==> src/rtl/fb_pkg.sv <==
`default_nettype none
// ============================================================================
// Module   : fb_pkg
// Brief    : Shared filterbank constants and types for the subband serializer.
// Revision : 1.0 - initial release
// ============================================================================
package fb_pkg;

  localparam int NUM_CH = 16;
  localparam int DATA_W = 25;
  localparam int CH_W   = $clog2(NUM_CH);
  localparam int CNT_W  = 8;

  typedef logic signed [DATA_W-1:0] sample_t;
  typedef sample_t frame_t [NUM_CH];

  typedef enum logic [0:0] {
    IDLE  = 1'b0,
    DRAIN = 1'b1
  } ser_state_t;

endpackage
`default_nettype wire

==> src/rtl/subband_frame_buf.sv <==
`default_nettype none
// ============================================================================
// Module   : subband_frame_buf
// Brief    : One-frame register with load enable and full flag.
// Revision : 1.0 - initial release
// ============================================================================
module subband_frame_buf
  import fb_pkg::*;
(
  input  logic   clock,
  input  logic   reset,
  input  logic   clk_enable,
  input  logic   load,
  input  logic   clear,
  input  frame_t din,
  output frame_t dout,
  output logic   full
);

  frame_t r_data;
  logic   r_full;

  // Load wins over clear so a buffer can be refilled in the cycle it empties.
  always_ff @(posedge clock) begin
    if (reset) begin
      r_full <= 1'b0;
    end else if (clk_enable) begin
      if (load) begin
        r_full <= 1'b1;
      end else if (clear) begin
        r_full <= 1'b0;
      end
    end
  end

  always_ff @(posedge clock) begin
    if (clk_enable && load) begin
      r_data <= din;
    end
  end

  assign dout = r_data;
  assign full = r_full;

endmodule
`default_nettype wire

==> src/rtl/subband_serializer.sv <==
`default_nettype none
// ============================================================================
// Module   : subband_serializer
// Brief    : Streams 16-channel subband frames one channel per beat, with a
//            one-frame pending buffer and a saturating dropped-frame counter.
// Revision : 1.0 - initial release
// ============================================================================
module subband_serializer
  import fb_pkg::*;
(
  input  logic              clock,
  input  logic              reset,
  input  logic              clk_enable,
  input  frame_t            frame_in,
  input  logic              frame_valid,
  output sample_t           out_data,
  output logic [CH_W-1:0]   out_ch,
  output logic              out_last,
  output logic              out_valid,
  input  logic              out_ready,
  output logic              overflow,
  output logic [CNT_W-1:0]  drop_cnt
);

  localparam logic [CH_W-1:0] c_LAST_CH = CH_W'(NUM_CH - 1);

  ser_state_t        r_state;
  ser_state_t        w_next_state;
  logic [CH_W-1:0]   r_ch;
  logic [CH_W-1:0]   w_next_ch;
  sample_t           r_out_data;
  sample_t           w_next_data;
  logic              r_out_last;
  logic              r_overflow;
  logic [CNT_W-1:0]  r_drop_cnt;

  frame_t w_drain_q;
  frame_t w_pend_q;
  frame_t w_src;
  logic   w_drain_full;
  logic   w_pend_full;
  logic   w_drain_load;
  logic   w_drain_from_pend;
  logic   w_drain_clear;
  logic   w_pend_load;
  logic   w_pend_clear;
  logic   w_direct;
  logic   w_drop;
  logic   w_fv;
  logic   w_accept;

  assign w_fv     = clk_enable & frame_valid;
  assign w_accept = clk_enable & w_drain_full & out_ready;

  always_comb begin
    w_next_state      = r_state;
    w_next_ch         = r_ch;
    w_drain_load      = 1'b0;
    w_drain_from_pend = 1'b0;
    w_drain_clear     = 1'b0;
    w_pend_load       = 1'b0;
    w_pend_clear      = 1'b0;
    w_direct          = 1'b0;
    w_drop            = 1'b0;
    case (r_state)
      IDLE: begin
        if (w_fv) begin
          w_drain_load = 1'b1;
          w_next_state = DRAIN;
          w_next_ch    = '0;
        end
      end
      DRAIN: begin
        if (w_accept) begin
          if (r_ch == c_LAST_CH) begin
            w_next_ch = '0;
            if (w_pend_full) begin
              w_drain_load      = 1'b1;
              w_drain_from_pend = 1'b1;
              w_pend_clear      = 1'b1;
            end else if (w_fv) begin
              w_drain_load = 1'b1;
              w_direct     = 1'b1;
            end else begin
              w_drain_clear = 1'b1;
              w_next_state  = IDLE;
            end
          end else begin
            w_next_ch = r_ch + 1'b1;
          end
        end
        // A pending slot being vacated this cycle can take the new frame.
        if (w_fv && !w_direct) begin
          if (!w_pend_full || w_pend_clear) begin
            w_pend_load = 1'b1;
          end else begin
            w_drop = 1'b1;
          end
        end
      end
      default: w_next_state = IDLE;
    endcase
  end

  always_comb begin
    for (int k = 0; k < NUM_CH; k++) begin
      w_src[k] = w_drain_from_pend ? w_pend_q[k] : frame_in[k];
    end
  end

  always_comb begin
    w_next_data = '0;
    if (w_drain_load) begin
      w_next_data = w_src[0];
    end else if (w_next_state == DRAIN) begin
      w_next_data = w_drain_q[w_next_ch];
    end
  end

  subband_frame_buf u_drain (
    .clock      (clock),
    .reset      (reset),
    .clk_enable (clk_enable),
    .load       (w_drain_load),
    .clear      (w_drain_clear),
    .din        (w_src),
    .dout       (w_drain_q),
    .full       (w_drain_full)
  );

  subband_frame_buf u_pend (
    .clock      (clock),
    .reset      (reset),
    .clk_enable (clk_enable),
    .load       (w_pend_load),
    .clear      (w_pend_clear),
    .din        (frame_in),
    .dout       (w_pend_q),
    .full       (w_pend_full)
  );

  always_ff @(posedge clock) begin
    if (reset) begin
      r_state    <= IDLE;
      r_ch       <= '0;
      r_out_data <= '0;
      r_out_last <= 1'b0;
      r_overflow <= 1'b0;
      r_drop_cnt <= '0;
    end else if (clk_enable) begin
      r_state    <= w_next_state;
      r_ch       <= w_next_ch;
      r_out_data <= w_next_data;
      r_out_last <= (w_next_state == DRAIN) && (w_next_ch == c_LAST_CH);
      if (w_drop) begin
        r_overflow <= 1'b1;
        if (r_drop_cnt != '1) begin
          r_drop_cnt <= r_drop_cnt + 1'b1;
        end
      end
    end
  end

  assign out_data  = r_out_data;
  assign out_ch    = r_ch;
  assign out_last  = r_out_last;
  assign out_valid = w_drain_full;
  assign overflow  = r_overflow;
  assign drop_cnt  = r_drop_cnt;

endmodule
`default_nettype wire

==> config.mk <==
export PLATFORM = sky130hd
export DESIGN_NAME = subband_serializer
export DESIGN_NICKNAME = d
export VERILOG_FILES = /design/src/rtl/fb_pkg.sv /design/src/rtl/subband_frame_buf.sv /design/src/rtl/subband_serializer.sv
export SDC_FILE = /design/constraint.sdc
export NUM_CORES = 1
export LEC_CHECK = 0
export ABC_AREA = 1
export ABC_CLOCK_PERIOD_IN_PS = 11300
export BUFFER_PORTS_ARGS = -buffer_cell sky130_fd_sc_hd__buf_4
export CAP_MARGIN = 0
export CORE_AREA = 2 2 268 270
export CTS_BUF_LIST = sky130_fd_sc_hd__clkbuf_8
export DETAILED_ROUTE_END_ITERATION = 8
export DIE_AREA = 0 0 270 272
export PLACE_DENSITY = 0.84
export RECOVER_POWER = 100
export REMOVE_ABC_BUFFERS = 1
export SETUP_SLACK_MARGIN = 0.1
export SLEW_MARGIN = 20
export SYNTH_ARGS = -nofsm -noshare
export SYNTH_HDL_FRONTEND = slang
export SYNTH_SLANG_ARGS = --single-unit
==> constraint.sdc <==
create_clock -name clock -period 11.3 [get_ports clock]
set_input_delay 2.26 -clock clock [delete_from_list [all_inputs] [get_ports clock]]
set_output_delay 2.26 -clock clock [all_outputs]
set_load 0.005 [all_outputs]
# [Word-level counts from Yosys, hierarchy flattened]
# Cells that the tools add are included.
[totals] reg_bits=842 elab_cells=122
[classes] n_addsub=2 magnitude_cmp=1 eq_ne=3 muxes=58 n_bitwise=5 reduce_logical=13
[op_table] cell="$mux W25" n=20
[op_table] cell="$bmux W25 S4" n=1
[op_table] cell="$mux W1" n=31
[op_table] cell="$mux W4" n=3
[op_table] cell="$add A8 B1 Y8 const B" n=1
[op_table] cell="$eq A4 B4 Y1 const B" n=2
[op_table] cell="$ne A8 B8 Y1 const B" n=1
[op_table] cell="$pmux W4 S2" n=1
[op_table] cell="$reduce_and A2 Y1" n=3
[op_table] cell="$ge A5 B5 Y1 const B" n=1
[op_table] cell="$not A4 Y5" n=1
[op_table] cell="$add A4 B1 Y4 const B" n=1
[op_table] cell="$logic_and A1 B1 Y1" n=4
[op_table] cell="$pmux W1 S2" n=2
[op_table] cell="$reduce_bool A2 Y1" n=2
[op_table] cell="$and A1 B1 Y1" n=3
[op_table] cell="$reduce_and A3 Y1" n=1
[op_table] cell="$logic_not A1 Y1" n=2
[op_table] cell="$logic_or A1 B1 Y1" n=1
[op_table] cell="$not A1 Y1" n=1

# [Longest topological paths before layout]
[depth] ltp_word=12 mapped_depth=16

# [Modules after synthesis]
# A second synthesis with hierarchy kept.
[hier_totals] cells_unflattened=3214 hier_area_um2=34839.7
[by_module_without_submodules] mod="subband_frame_buf" instances=2 cells_per_inst=406 area_per_inst_um2=12055.3 seq_area_each_um2=12031.5
[by_module_without_submodules] mod="subband_serializer" instances=1 cells_per_inst=2402 area_per_inst_um2=10729.0 seq_area_each_um2=800.8

# [Worst setup path after synthesis]
# No wires, ideal clock.
[synth_path] path_type="input port to flip-flop" from="in clk_enable" to="reg u_pend.r_data (netlist bit u_pend.dout[0]), enable pin" setup_time_ns=0.749 arrival_time_ns=10.616 setup_slack_ns=-0.065 stages=7 n_path_buf=1 path_cell_list="buf_4 -> nand3_2 -> nor2_1 -> inv_1 -> nand2_1 -> nand3_1 -> inv_1"
[synth_via] elab_chain_cells=11
[synth_lines] item="from (decl)" line="subband_serializer.sv:13" source="input logic clk_enable,"
[synth_lines] item="$and A1 B1 Y1" line="subband_serializer.sv:52" source="assign w_fv = clk_enable & frame_valid;"
[synth_lines] item="$mux W1" line="subband_serializer.sv:81" source="end else if (w_fv) begin"
[synth_lines] item="$mux W1" line="subband_serializer.sv:77" source="if (w_pend_full) begin"
[synth_lines] item="$mux W1" line="subband_serializer.sv:75" source="if (r_ch == c_LAST_CH) begin"
[synth_lines] item="$mux W1" line="subband_serializer.sv:74" source="if (w_accept) begin"
[synth_lines] item="$mux W1" line="subband_serializer.sv:65" source="case (r_state)"
[synth_lines] item="$logic_not A1 Y1" line="subband_serializer.sv:93" source="if (w_fv && !w_direct) begin"
[synth_lines] item="$logic_and A1 B1 Y1" line="subband_serializer.sv:93"
[synth_lines] item="$mux W1" line="subband_serializer.sv:93"
[synth_lines] item="$mux W1" line="subband_serializer.sv:65"
[synth_lines] item="$logic_and A1 B1 Y1 *" line="subband_frame_buf.sv:37" source="if (clk_enable && load) begin"
[synth_lines] item="to (signal assigned)" line="subband_frame_buf.sv:38" source="r_data <= din;"
[synth_lines] item="to (decl)" line="subband_frame_buf.sv:20" source="frame_t r_data;"
# Mark *: on every way between the ends. The rest lies on a longest branch, timed or not. The select of a mux whose other input is x is not followed.
# A chain may end at the register's enable or synchronous reset.

==> flow_summary.json <==
{
  "outcome": "finished, violations left",
  "violations": "max-capacitance violations, max-slew violations",
  "critPathLaunchType": "primary input",
  "cts_tree": "built",
  "gp_congestion": 0.890,
  "fin_worst_skew_ns": 0.0404,
  "grt_usage_pct": 24.9,
  "top_layer_used": "met5",
  "whs_path_depth": 2,
  "drt_iter0_markers": 3250,
  "finalWirelength_mm": 93.6,
  "r2r_slack_ns": 4.88,
  "drt-pass1-iter-count": 6,
  "reg2reg_from": "out_ch[0]$_SDFFE_PP0P_",
  "ys_types": 31,
  "core_area_sq_mm": 0.0708,
  "max_freq_mhz": 130,
  "via_per_inst": 5.50,
  "ant_nets": 0,
  "fillerInstances": 5920,
  "synth_edf_count": 800,
  "antenna_found_initial": 17,
  "die_h_microns": 272,
  "rsz0062_at_grt": "false",
  "setup_viol": 0,
  "crit_path_end_kind": "flop",
  "powerDensity_mw_per_mm2": 160,
  "syn_avg_cell_area_sq_um": 10.9,
  "ctsHoldBuffers": 0,
  "area_growth_pct": 15.8,
  "final_hold_viol_count": 0,
  "crit_fanout": 137,
  "grt_overflow_total": 0,
  "fin_crit_ns": 7.68,
  "max_slew_margin_pct": -202,
  "post-route-period-util_pct": 68.0,
  "yosysTopAreaCell": "edfxtp_1",
  "path_cells": "clkbuf_1, nand2_1, nor2_1, nand3_1, inv_8, clkbuf_1, nand2_1, nand2_1, a22oi_1, a21oi_1",
  "ir_drop_mv": 0.101,
  "hold_start": "out_last$_SDFFE_PP0P_",
  "grt_pass1_wl_mm": 141,
  "worst_pin_slew_ns": 4.54,
  "dr_total_vias": 25800,
  "min_to": "out_last$_SDFFE_PP0P_",
  "post-route-util_pct": 57.3,
  "synth_warnings": 0,
  "drive_above_1_share_pct": 10.8,
  "slowest_stage": "clkbuf_1",
  "clk_latency_ns": 0.80,
  "port_buffers": 444,
  "syn_inst": 3206,
  "synth-seq-cells": 842,
  "wl_per_cell_microns": 20.0,
  "hold_class": "reg -> reg",
  "grt_max_degree": 193,
  "clock_path_buffers": 3,
  "syn_area_sq_mm": 0.0350,
  "clock-root-buffer": "clkbuf_8",
  "start_util_pct": 49.4,
  "cts.repair.resized": 0,
  "fin_setup_tns_ns": 0,
  "dpl.hpwl_mm": 54.6,
  "numCtsBuffers": 139,
  "cp-startpoint": "clk_enable",
  "fp.dieW_microns": 270,
  "die_area_sq_mm": 0.0734,
  "crit_arrival_ns": 8.39,
  "synthTopCellsByArea": "edfxtp_1, nand2_1, nand3_1",
  "max_cap_viol_count": 10,
  "crit_type": "in -> reg",
  "postSynth.asyncResetShare_pct": 0,
  "reg2reg_to": "out_data[24]$_SDFFE_PP0P_",
  "nets": 4025,
  "htreeDepth": 4,
  "wl_met3_mm": 11.0,
  "drc": 0,
  "critPathMaxStageDelay_ns": 2.40,
  "grt_pass1_vias": 24800,
  "synth_flop_cell": "edfxtp_1",
  "seq_area_frac_synth_pct": 71.1,
  "clock-sinks": 842,
  "synth_top_area_share_pct": 68.7,
  "cpMostUsedCell": "nand2_1",
  "rr_worst_depth": 10,
  "pin_count": 445,
  "met1_length_mm": 36.0,
  "cts_setup_buffers": 0,
  "rows": 98,
  "slew_violations": 644,
  "required_ns": 12.01,
  "wl_met2_mm": 43.3,
  "path_clk_slew_ns": 0.06,
  "leakage_nw": 15.8
}
-- kinds of logic after synthesis --
logic type / after synthesis / synth area share, %
AO/OA/AOI/OAI: 73 / 1.27
XOR/XNOR: 1 / 0.0250
adder cells (fa/ha/maj): 2 / 0.0715
buffers and inverters: 241 / 3.40
flip-flops: 842 / 71.1
AND/OR/NAND/NOR: 2047 / 24.2
-- per-stage QoR --
stage | hold WS [ns] | instance area [sq um] | worst slack (ns) | std cells | power (mW)
2_1_floorplan | 0.453 | 34000 | -9.14 | 3007 | 3.80
3_3_place_gp | 0.454 | 38800 | 5.27 | 4427 | 3.98
3_5_place_dp | 0.467 | 38800 | 5.13 | 4427 | 3.99
4_1_cts | 0.476 | 41500 | 5.94 | 4682 | 6.57
5_1_grt | 0.506 | 40500 | 2.88 | 4685 | 6.71
6_report | 0.483 | 40500 | 3.62 | 4688 | 6.50
-- state kept, by name, summed over array words and instances, names as in the netlist --
name,cells
out_data,25
overflow,1
u_pend.full,1
r_state,1
drop_cnt,8
out_last,1
u_drain.dout,400
u_pend.dout,400
out_ch,4
u_drain.full,1
-- placed cells by master, fill, tap and decap left out, types with 20 or more instances in the layout --
cell type,count
nand3_1,551
a22oi_1,25
clkbuf_1,263
edfxtp_1,800
clkbuf_4,184
inv_1,84
dfxtp_1,42
clkbuf_8,149
clkinv_1,25
nor2_1,20
a21oi_1,38
nand2_1,1454
-- where the power goes --
part | leakage, nW | switching [mW] | internal [mW] | total, mW
clock | 1.57 | 1.27 | 1.34 | 2.61
sequential | 7.67 | 0.0270 | 3.52 | 3.55
combinational | 6.58 | 0.222 | 0.121 | 0.343
total | 15.8 | 1.52 | 4.98 | 6.50
-- critical path: cells and delay by family --
family / cells / cell delay, ns
AND/OR/NAND/NOR: 5 / 1.86
AO/OA/AOI/OAI: 2 / 0.28
buffers and inverters: 3 / 3.88
-- cells in the mapped netlist (3+ instances only) --
cell,number
inv_1,35
a22oi_1,25
clkbuf_1,39
buf_1,14
nand4_1,4
buf_6,5
nand2_1,1455
a21oi_1,38
nand2_2,3
dfxtp_1,42
buf_2,117
clkinv_1,4
nand3_1,550
o21ai_0,7
buf_4,23
nor2_1,21
nand3b_1,8
edfxtp_1,800
-- final cells by class --
cell class	instances	area, sq um	area share (%)
Sequential cell	842	24900	61.4
Antenna cell	6	15.0	0.0371
Clock buffer	149	2050	5.06
Multi-Input combinational cell	2123	8970	22.2
Timing Repair Buffer	470	2560	6.32
Tap cell	950	1190	2.93
Inverter	42	183	0.451
Clock inverter	106	674	1.66
-- worst max path at each step --
stage / end / cells after the start
floorplan: out_data[0]$_SDFFE_PP0P_ / 8
global placement: out_data[20]$_SDFFE_PP0P_ / 13
detailed placement: out_data[20]$_SDFFE_PP0P_ / 13
CTS: out_data[20]$_SDFFE_PP0P_ / 13
global route: out_data[12]$_SDFFE_PP0P_ / 10
finish: out_data[24]$_SDFFE_PP0P_ / 10
-- metal layers --
metal  vias to the layer above  track usage [%]
li1                      11800                -
met1                     12000             33.1
met2                      1670             39.5
met3                       274             6.82
met4                        26             9.37
met5                         -                0
(Power assumes the default switching activity.)
